File: config.mk
export PLATFORM = sky130hd
export DESIGN_NAME = data_ram_arbiter
export DESIGN_NICKNAME = d
export VERILOG_FILES = /design/src/rtl/data_ram_arbiter.sv
export SDC_FILE = /design/constraint.sdc
export NUM_CORES = 1
export LEC_CHECK = 0
export CAP_MARGIN = 40
export CORE_AREA = 2 2 122 124
export DETAILED_ROUTE_END_ITERATION = 8
export DIE_AREA = 0 0 124 126
export PLACE_DENSITY = 0.54
export REMOVE_ABC_BUFFERS = 1
export SETUP_SLACK_MARGIN = 0.5
export SLEW_MARGIN = 10
export SYNTH_ARGS = -nofsm -noshare
export SYNTH_HDL_FRONTEND = slang
export SYNTH_SLANG_ARGS = --single-unit
export TNS_END_PERCENT = 5
File: constraint.sdc
create_clock -name clk -period 2.5 [get_ports clk]
set_clock_uncertainty 0.15 [all_clocks]
set_input_delay 0.375 -clock clk [delete_from_list [all_inputs] [get_ports clk]]
set_output_delay 0.375 -clock clk [all_outputs]
set_load 0.03 [all_outputs]
File: src/rtl/data_ram_arbiter.sv
// data_ram_arbiter: shares one data_ram port between the CPU data port (M0) and a secondary master (M1)
// with round-robin, a per-tenure burst limit and lock. Define ARB_PARK_CPU_EN to park the idle bus on M0.
module data_ram_arbiter #(
  parameter int MAX_BURST = 4,
  parameter int ADDR_W    = 32,
  parameter int DATA_W    = 32
) (
  input  logic                  clk,
  input  logic                  rst,

  input  logic                  m0_req,
  input  logic                  m0_we,
  input  logic [ADDR_W-1:0]     m0_addr,
  input  logic [DATA_W/8-1:0]   m0_sel,
  input  logic [DATA_W-1:0]     m0_wdata,
  input  logic                  m0_lock,
  output logic                  m0_ack,
  output logic [DATA_W-1:0]     m0_rdata,

  input  logic                  m1_req,
  input  logic                  m1_we,
  input  logic [ADDR_W-1:0]     m1_addr,
  input  logic [DATA_W/8-1:0]   m1_sel,
  input  logic [DATA_W-1:0]     m1_wdata,
  input  logic                  m1_lock,
  output logic                  m1_ack,
  output logic [DATA_W-1:0]     m1_rdata,

  output logic                  ram_ce,
  output logic                  ram_we,
  output logic [ADDR_W-1:0]     ram_addr,
  output logic [DATA_W/8-1:0]   ram_sel,
  output logic [DATA_W-1:0]     ram_wdata,
  input  logic [DATA_W-1:0]     ram_rdata,

  output logic [1:0]            owner
);

  localparam int CNT_W = (MAX_BURST > 1) ? $clog2(MAX_BURST) : 1;
  localparam logic [CNT_W-1:0] CNT_MAX = CNT_W'(MAX_BURST - 1);

  typedef enum logic [1:0] {
    IDLE = 2'd0,
    OWN0 = 2'd1,
    OWN1 = 2'd2
  } state_e;

`ifdef ARB_PARK_CPU_EN
  localparam state_e REST_STATE = OWN0;
`else
  localparam state_e REST_STATE = IDLE;
`endif

  state_e           state_q, state_d;
  logic [CNT_W-1:0] cnt_q, cnt_d;
  logic             last_owner_q, last_owner_d;

  logic             gnt0, gnt1;
  logic             own_req, own_lock, oth_req, own_idx;
  state_e           oth_state;
  logic [CNT_W-1:0] cnt_sat;

  assign gnt0  = (state_q == OWN0);
  assign gnt1  = (state_q == OWN1);
  assign owner = {gnt1, gnt0};

  // Datapath is purely combinational so a granted master gets its ack in the same cycle.
  // NOTE: every output gets a default before the if-chain so no path leaves a latch behind.
  always_comb begin
    ram_ce    = 1'b0;
    ram_we    = 1'b0;
    ram_addr  = '0;
    ram_sel   = '0;
    ram_wdata = '0;
    m0_ack    = 1'b0;
    m0_rdata  = '0;
    m1_ack    = 1'b0;
    m1_rdata  = '0;
    if (gnt0) begin
      ram_ce    = m0_req;
      ram_we    = m0_req & m0_we;
      ram_addr  = m0_addr;
      ram_sel   = m0_sel;
      ram_wdata = m0_wdata;
      m0_ack    = m0_req;
      m0_rdata  = ram_rdata;
    end else if (gnt1) begin
      ram_ce    = m1_req;
      ram_we    = m1_req & m1_we;
      ram_addr  = m1_addr;
      ram_sel   = m1_sel;
      ram_wdata = m1_wdata;
      m1_ack    = m1_req;
      m1_rdata  = ram_rdata;
    end
  end

  // Fold both tenure states into owner/other views so the transition rules are written once.
  always_comb begin
    own_idx   = gnt1;
    own_req   = gnt1 ? m1_req  : m0_req;
    own_lock  = gnt1 ? m1_lock : m0_lock;
    oth_req   = gnt1 ? m0_req  : m1_req;
    oth_state = gnt1 ? OWN0    : OWN1;
    cnt_sat   = (cnt_q == CNT_MAX) ? cnt_q : cnt_q + 1'b1;
  end

  always_comb begin
    state_d      = state_q;
    cnt_d        = cnt_q;
    last_owner_d = last_owner_q;
    case (state_q)
      IDLE: begin
        cnt_d = '0;
        if (m0_req && m1_req) begin
          // last_owner_q==1 means M1 held the bus last, so M0 wins the tie.
          state_d = last_owner_q ? OWN0 : OWN1;
        end else if (m0_req) begin
          state_d = OWN0;
        end else if (m1_req) begin
          state_d = OWN1;
        end else begin
          state_d = REST_STATE;
        end
      end
      OWN0, OWN1: begin
        if (!own_req) begin
          cnt_d        = '0;
          last_owner_d = own_idx;
          state_d      = oth_req ? oth_state : REST_STATE;
        end else if (!own_lock && (cnt_q == CNT_MAX) && oth_req) begin
          cnt_d        = '0;
          last_owner_d = own_idx;
          state_d      = oth_state;
        end else begin
          cnt_d = cnt_sat;
        end
      end
      default: begin
        state_d = IDLE;
        cnt_d   = '0;
      end
    endcase
  end

  // NOTE: state registers use non-blocking assignments so every flop samples pre-edge values.
  always_ff @(posedge clk or posedge rst) begin
    if (rst) begin
      state_q      <= IDLE;
      cnt_q        <= '0;
      last_owner_q <= 1'b1;
    end else begin
      state_q      <= state_d;
      cnt_q        <= cnt_d;
      last_owner_q <= last_owner_d;
    end
  end

endmodule

==> summary.txt <==
Status
  • Outcome: complete, no violations

Power
  • Static leakage: 2.560 nW
  • PwrDens: 1114 mW/mm^2
  • Worst vdd ir: 0.6367 mV
  • Total power: 6.442 mW

GRT
  • Total track usage: 14.40%
  • Largest net degree at the start of global routing: 39
  • Vias in the first global route: 3298
  • Initial antenna violation count: 0
  • GRT overflow: 0
  • Global-route wire length before repair: 17740 um

Timing
  • Worst slew pin tran: 324.7 ps
  • Crit share post-route: 88.90%
  • FMAX: 449.9 MHz
  • Slew Limit Fails: 0
  • Worst rel slew slack: 78.07%
  • Unrepaired setup endpoints after global routing: yes
  • Min Tclk post-route: 2223 ps
  • Final setup margin: 277.4 ps
  • Fin Hold WS: 193.6 ps
  • Setup violators final: 0
  • Hold Vio Cnt, Final: 0

Placement
  • Placed cell count: 818
  • Post-DP HPWL: 9199 um
  • GPL Wtd Cong: 0.8406
  • Port bufs: 313
  • Setup slack at placement: 155.5 ps

Synthesis
  • Syn Inst Count: 340
  • Post-synth ARST share: 100.0%
  • Top post-synthesis cells by area: nand2_1 (27%), and2_1 (22%), o21ai_0 (18%)
  • Largest area contributor in the netlist: nand2_1
  • Synthesized area: 0.001809 sq mm
  • Multiplexer share of the synthesized area: 1.936%
  • Register area share after synthesis: 6.985%
  • Synth cell count leaders: nand2_1 (132), o21ai_0 (66), and2_1 (65)
  • Post-synthesis adder-cell area fraction: 4.149%
  • Simple-Gate Fraction of Synth Area: 55.81%
  • Synth Register Bits: 5
  • Most common cell in the netlist: nand2_1
  • Synthesized area per cell: 5.321 sq um
  • Post-synth EDFFs: 0
  • Synth warn: 0
  • Yosys cell types: 31
  • Largest family of logic cells by synthesized area: simple AND/OR/NAND/NOR gates
  • Top_reg_cell synth: dfrtp_1
  • Share of the synthesized area in the top cell type: 27.39%
  • Synth Area in Compound Gates: 22.34%
  • XOR/XNOR share of the synthesized area: 0.4841%

Critical path
  • CP Max Fanout: 4
  • Arr. time, crit path: 1700 ps
  • CP Capture Point: ram_ce
  • R2r worst-path depth: 7
  • CP startpoint kind: flop
  • CP required: 1980 ps
  • Worst Setup End Kind: output port
  • Flop2flop setup slack: 320 ps
  • WS Path Type: flop to output port
  • Crit path from: state_q[1]$_DFFE_PP0P_
  • Worst reg2reg startpoint: state_q[1]$_DFFE_PP0P_
  • Worst R2R End: state_q[1]$_DFFE_PP0P_

Clock network
  • Num CTS Buffers: 3
  • Worst-Skew Late Latency: 220 ps
  • Max Root-Sink Buffers: 2
  • Clock Tree Root: clkbuf_16
  • Clock Pin Slew Worst Setup and Hold Paths: 30 ps
  • H-Tree Depth: 1
  • CTS tree: built
  • Clock sinks: 5
  • # hold bufs at CTS: 0

Floorplan
  • Initial core utilization: 12.64%
  • Row Count: 44
  • CORE AREA: 0.01431 sq mm
  • Die span in y: 126 um
  • Die area: 0.01562 sq mm
  • I/O Pins: 314
  • Die Width: 124 um

Routing
  • Router iterations before antenna repair: 4
  • Via count: 3455
  • Via density: 4.069
  • DRC Markers: 0
  • Routed len/inst: 15.33 um
  • Detailed Route Iter0 Violations: 102
  • Routed Antenna Nets: 0
  • Final WL: 13020 um

Final layout
  • Share of layout cells above drive strength 1: 30.68%
  • Final std cells w/o fill: 849
  • Finished Core Util: 40.38%
  • N_diodes: 0
  • Fin nets: 848
  • Area Growth Syn to Fin: 219.5%

Worst hold path
  • Hold Path Class: input pin to asynchronous set/reset pin

Job
  • Max-cap violations: 0
-- cells by family after synthesis --
kind of cell,count (synthesis)
buffers and inverters,37
xor gates and xnor gates,1
adders and majority gates,6
AOI/OAI and AO/OA,76
muxes,3
and+or+nand+nor,212
DFF,5
-- layout by cell type (no fill, tap or decap), types with 6 or more instances in the layout --
cell	netlist	layout
o21ai_2	0	10
o21ai_1	0	18
buf_16	0	7
and2_4	0	16
clkdlybuf4s50_1	0	176
and2_1	65	50
dlygate4sd2_1	0	18
o21ai_0	66	36
buf_12	0	14
clkbuf_16	0	6
buf_4	2	94
nand2_1	132	132
buf_6	0	31
-- report_power, final --
group          internal, mW  total [mW]  leakage (nW)  switching (mW)
sequential            0.120       0.156        0.0600          0.0354
combinational          2.70        6.03          2.46            3.33
clock                 0.211       0.259        0.0382          0.0477
total                  3.03        6.44          2.56            3.41
-- layout make-up --
class,count,area (sq um)
clock buffer,4,78.83
sequential,5,128.9
tap,184,230.2
fill,1458,8533
multi-input combinational,298,1687
timing repair buffer,352,3628
inverter,6,27.53
-- per-stage QoR --
step / instance area (sq um) / TNS (ps)
6_report: 5781 / 0
5_1_grt: 5781 / 0
4_1_cts: 5609 / 0
3_5_place_dp: 4982 / 0
3_3_place_gp: 4982 / 0
2_1_floorplan: 1682 / -288750
-- state kept, by name, summed over array words and instances, names as in the netlist --
name,count
cnt_q,2
state_q,2
last_owner_q,1
-- worst min path at each step --
stage               depth (start not counted)                       end                      from
detailed placement                          2  last_owner_q$_DFFE_PP1P_  last_owner_q$_DFFE_PP1P_
global route                                2      cnt_q[0]$_DFFE_PP0P_                       rst
floorplan                                   1      cnt_q[0]$_DFFE_PP0P_                       rst
finish                                      2      cnt_q[1]$_DFFE_PP0P_                       rst
CTS                                         2      cnt_q[1]$_DFFE_PP0P_                       rst
global placement                            2  last_owner_q$_DFFE_PP1P_  last_owner_q$_DFFE_PP1P_
-- worst max-delay path: stages, from the launching register on --
cell     delay [ps]
dfrtp_2         420
buf_6           130
ha_4            170
buf_6           130
nor2b_4         120
and2_4          130
or2_4           230
buf_6           140
-- what timing repair did --
action	CTS	global route
cloned	8	3
setup endpoints to repair	138	140
pin swaps	6	3
gates resized for setup	143	33
setup buffers	15	1
-- routing by layer --
layer / part of all wire, % / GRT usage (%) / vias up
li1: - / - / 1752
met1: 38 / 16.43 / 1548
met2: 53 / 28.25 / 147
met3: 8.1 / 2.491 / 8
met4: 0.76 / 1.454 / 0
met5: 0 / 0 / -
Power figures use the tool's default switching activity.
